`config.mk`:
```
export PLATFORM = sky130hd
export DESIGN_NAME = imm_ext_pipe
export DESIGN_NICKNAME = d
export VERILOG_FILES = /design/src/rtl/imm_ext_pipe.sv
export SDC_FILE = /design/constraint.sdc
export NUM_CORES = 1
export LEC_CHECK = 0
export CAP_MARGIN = 20
export CORE_MARGIN = 3
export CORE_UTILIZATION = 34
export DETAILED_ROUTE_END_ITERATION = 10
export HOLD_SLACK_MARGIN = 0.02
export SYNTH_ARGS = -nofsm -noshare
export SYNTH_HDL_FRONTEND = slang
export SYNTH_SLANG_ARGS = --single-unit
```
`constraint.sdc`:
```
create_clock -name clk -period 2 [get_ports clk]
set_input_delay 0.2 -clock clk [delete_from_list [all_inputs] [get_ports clk]]
set_output_delay 0.2 -clock clk [all_outputs]
set_load 0.005 [all_outputs]
```
`src/rtl/imm_ext_pipe.sv`:
```
// imm_ext_pipe: registered immediate extender with valid/ready handshake and 2-entry skid buffer
// Ports: clk/rstn (async active-low), in_valid/in_ready/in_imm/in_op/in_tag (producer side),
//        out_valid/out_ready/out_data/out_tag/out_bad_op (consumer side), flush (sync drop of all
//        held beats and the current input), occupancy (beats held, 0..2).
module imm_ext_pipe #(
  parameter int IMM_W     = 16,
  parameter int DATA_W    = 32,
  parameter int TAG_W     = 5,
  parameter int SHAMT_LSB = 6,
  parameter int SHAMT_W   = 5
) (
  input  logic              clk,
  input  logic              rstn,
  input  logic              in_valid,
  output logic              in_ready,
  input  logic [IMM_W-1:0]  in_imm,
  input  logic [2:0]        in_op,
  input  logic [TAG_W-1:0]  in_tag,
  output logic              out_valid,
  input  logic              out_ready,
  output logic [DATA_W-1:0] out_data,
  output logic [TAG_W-1:0]  out_tag,
  output logic              out_bad_op,
  input  logic              flush,
  output logic [1:0]        occupancy
);
  logic [DATA_W-1:0] sx, ext;
  logic              bad, acc, drn;
  logic              ov_q, ov_d, ob_q, ob_d, sv_q, sv_d, sb_q, sb_d;
  logic [DATA_W-1:0] od_q, od_d, sd_q, sd_d;
  logic [TAG_W-1:0]  ot_q, ot_d, st_q, st_d;
  always_comb begin
    sx  = {{(DATA_W-IMM_W){in_imm[IMM_W-1]}}, in_imm};
    bad = in_op > 3'd4;
    ext = in_op == 3'd0 ? {{(DATA_W-IMM_W){1'b0}}, in_imm} :
          in_op == 3'd1 ? sx :
          in_op == 3'd2 ? {in_imm, {(DATA_W-IMM_W){1'b0}}} :
          in_op == 3'd3 ? {sx[DATA_W-3:0], 2'b00} :
          in_op == 3'd4 ? {{(DATA_W-SHAMT_W){1'b0}}, in_imm[SHAMT_LSB +: SHAMT_W]} : '0;
  end
  // in_ready comes straight from the skid flop, so out_ready never reaches it combinationally
  assign in_ready  = ~sv_q;
  assign acc       = in_valid & in_ready & ~flush;
  assign drn       = ~ov_q | out_ready;
  assign out_valid = ov_q;
  assign out_data  = od_q;
  assign out_tag   = ot_q;
  assign out_bad_op = ob_q;
  assign occupancy = {1'b0, ov_q} + {1'b0, sv_q};
  always_comb begin
    ov_d = ov_q; od_d = od_q; ot_d = ot_q; ob_d = ob_q;
    sv_d = sv_q; sd_d = sd_q; st_d = st_q; sb_d = sb_q;
    if (flush) begin
      ov_d = 1'b0;
      sv_d = 1'b0;
    end else if (sv_q && drn) begin
      ov_d = 1'b1; od_d = sd_q; ot_d = st_q; ob_d = sb_q;
      sv_d = 1'b0;
    end else if (acc && drn) begin
      ov_d = 1'b1; od_d = ext; ot_d = in_tag; ob_d = bad;
    end else if (acc) begin
      sv_d = 1'b1; sd_d = ext; st_d = in_tag; sb_d = bad;
    end else if (ov_q && out_ready) begin
      ov_d = 1'b0;
    end
  end
  always_ff @(posedge clk or negedge rstn) begin
    if (!rstn) begin
      ov_q <= 1'b0; od_q <= '0; ot_q <= '0; ob_q <= 1'b0;
      sv_q <= 1'b0; sd_q <= '0; st_q <= '0; sb_q <= 1'b0;
    end else begin
      ov_q <= ov_d; od_q <= od_d; ot_q <= ot_d; ob_q <= ob_d;
      sv_q <= sv_d; sd_q <= sd_d; st_q <= st_d; sb_q <= sb_d;
    end
  end
endmodule

```
==> results of run 1 <==
[cell usage after synthesis, types with 4 or more instances]
library cell,number
dfrtp_1,78
o21ai_0,47
nor2_1,35
mux2_2,33
o31ai_1,28
a222oi_1,16
clkbuf_1,16
nand2b_1,16
a22o_1,14
and2_1,14
buf_2,14
o221a_2,13
inv_1,10
a21oi_1,8
buf_6,8
mux2i_1,6
nor2b_1,5
o31ai_2,5
a221oi_1,4
buf_4,4
nor3_1,4
nor4_1,4
[stage by stage]
step | worst slack, ns | total power, W | hold slack (ns) | util [%] | instances
detailed placement | 0.101 | 0.00294 | 0.227 | 42.8 | 621
global placement | 0.133 | 0.00291 | 0.217 | 42.8 | 621
CTS | 0.0592 | 0.00473 | 0.407 | 45.6 | 638
global route | 0.0220 | 0.00492 | 0.424 | 45.6 | 638
floorplan | 0.545 | 0.00244 | -0.0956 | - | 396
finish | 0.0766 | 0.00467 | 0.385 | 45.6 | 638
[repair_timing]
action | 4_1_cts | 5_1_grt
hold endpoints to repair | 36 | 0
buffers inserted | 0 | 0
hold buffers | 1 | 0
[cells by family after synthesis]
kind of cell,after synthesis,share of synthesized area (%)
compound gates,139,25.0
fa+ha+maj,1,0.297
buf+inv,53,6.92
flops,78,46.3
mux,39,10.2
simple gates,86,11.2
[report_power, final]
group / total (W) / leakage (nW) / switching, W / internal, W
Combinational: 0.000929 / 1.23 / 0.000400 / 0.000530
Clock: 0.00177 / 0.160 / 0.000675 / 0.00110
Sequential: 0.00197 / 1.01 / 0.000136 / 0.00184
Total: 0.00467 / 2.40 / 0.00121 / 0.00346
[worst max-delay path, stage by stage (launching register included)]
cell and delay (ns):
dfrtp_1 0.43, buf_4 0.20, ha_1 0.27, clkdlybuf4s50_1 0.49
[state kept, by name, summed over array words and instances (netlist names)]
name and cells:
out_data 32, sb_q 1, out_valid 1, sd_q 32
out_tag 5, sv_q 1, st_q 5, out_bad_op 1
[worst min path at each step]
stage | start | to | slack, ns
finish | rstn | sd_q[16]$_DFFE_PN0P_ | 0.38
global route | rstn | sd_q[16]$_DFFE_PN0P_ | 0.42
CTS | rstn | sd_q[16]$_DFFE_PN0P_ | 0.41
detailed placement | rstn | out_data[3]$_DFFE_PN0P_ | 0.23
global placement | rstn | sd_q[4]$_DFFE_PN0P_ | 0.22
floorplan | rstn | out_bad_op$_DFFE_PN0P_ | -0.1
[metal layers]
| layer | GRT usage, % | wire, um | vias to the layer above |
|---|---|---|---|
| li1 | - | - | 1623 |
| met1 | 23.9 | 5310 | 1739 |
| met2 | 27.0 | 5510 | 125 |
| met3 | 3.66 | 709 | 10 |
| met4 | 5.06 | 137 | 0 |
| met5 | 0 | 0 | - |
[area by class of cell]
cell class / count / area share [%]
multi-input combinational: 265 / 35.9
tap: 168 / 3.82
clock inverter: 7 / 1.75
timing repair buffer: 100 / 18.2
clock buffer: 9 / 4.10
sequential: 78 / 35.5
inverter: 11 / 0.751
==> impl_metrics.tcl, run 1 <==
set metrics [dict create \
    power.leakage_nw 2.40 \
    htreeDepth 3 \
    grt-ovfl-total 0 \
    crit_path_end "occupancy[0]" \
    diodes 0 \
    ys_seq_area_share_pct 46.3 \
    grt_pass1_vias 3550 \
    antenna_found_initial 0 \
    viasPerCell 5.48 \
    worstPathMaxFanout 8 \
    grtUsageTotal_pct 17.2 \
    fillers 1145 \
    port_buffers 70 \
    synth_fp_nets 426 \
    cts.repair.resized 0 \
    die_x_um 117 \
    slew_viol_final 0 \
    crit_type "flip-flop to output pin" \
    end_kind "output pin" \
    cellPowerDensity_nw_per_um2 850 \
    reg2reg_to "out_data[4]$_DFFE_PN0P_" \
    max_clock_freq_ghz 0.520 \
    tightest_slew_ns 0.629 \
    cts_tree "built" \
    place_hpwl_um 7880 \
    synth-edff-count 0 \
    synth.avg_cell_area_um2 10.6 \
    initial_utilization_pct 34.9 \
    drive_gt1_share_pct 22.3 \
    synthDistinctLibCells 36 \
    fin_nets 495 \
    hold_viol 0 \
    grt_setup_unrepaired "false" \
    worstPathRequired_ns 1.80 \
    clkLatencyLatePin_ns 0.34 \
    cts-root-buf "clkbuf_16" \
    finClkSkew_ns 0.00810 \
    relSlewSlack_pct 57.9 \
    drt-initial-drc-count 287 \
    syn_to_final_growth_pct 30.4 \
    final_common_cell "dfrtp_1" \
    rows 40 \
    ant_nets 0 \
    place.gp.congestion 0.840 \
    synth_top_area_share_pct 46.3 \
    fin_area_um2 5500 \
    path_clk_slew_ns 0.07 \
    clockBufferDepth 2 \
    syn-cell-area_um2 4220 \
    firstDrtPassIters 5 \
    drt-total-wl_um 11700 \
    mostFrequentLayoutCells "dfrtp_1 (78), clkdlybuf4s50_1 (69), o21ai_0 (47)" \
    reg2reg_from "sv_q$_DFFE_PN0P_" \
    worstSetupStartpoint "sv_q$_DFFE_PN0P_" \
    grt_max_degree 56 \
    tns_ns 0 \
    num_vias 3497 \
    cts_sinks 78 \
    synth_ff_type "dfrtp_1" \
    maxCapViolations 0 \
    multi_input_area_um2 1970 \
    cp-start-kind "flip-flop" \
    period_share_pct 96.2 \
    arrival_ns 1.72 \
    min_period_ns 1.92 \
    status "complete, no violations" \
    synth-async-reset-ratio_pct 100 \
    place_area_um2 5170 \
    synth.largest_area_cell "dfrtp_1" \
    syn_inst 396 \
    drc_errors 0 \
    synth_top_cells_by_area "dfrtp_1 (46%), mux2_2 (8.8%), o21ai_0 (5.6%)" \
    hp-class "input port to asynchronous set/reset pin" \
    core_um2 12100 \
    die_y_um 117 \
    grt_pass1_wl_um 19100 \
    timing.reg2reg.setup_slack_ns 0.37 \
    numCtsBuffers 9 \
    pin_count 71 \
    peakVddDrop_mv 0.403 \
    finalSetupViolCount 0 \
    synth_warnings 0 \
    worstRegToRegCells 5 \
    wl_per_cell_um 18.3 \
    ys_ff_latch 78 \
    die_area_um2 13800 \
    regArea_um2 1950 \
]
Note: power is estimated with default switching activity, not from simulation.
==> run 2: changes to the inputs <==
- SLEW_MARGIN: unset -> 15
==> results of run 2 <==
No change in the layout: final DEF, timing and power equal those of run 1.
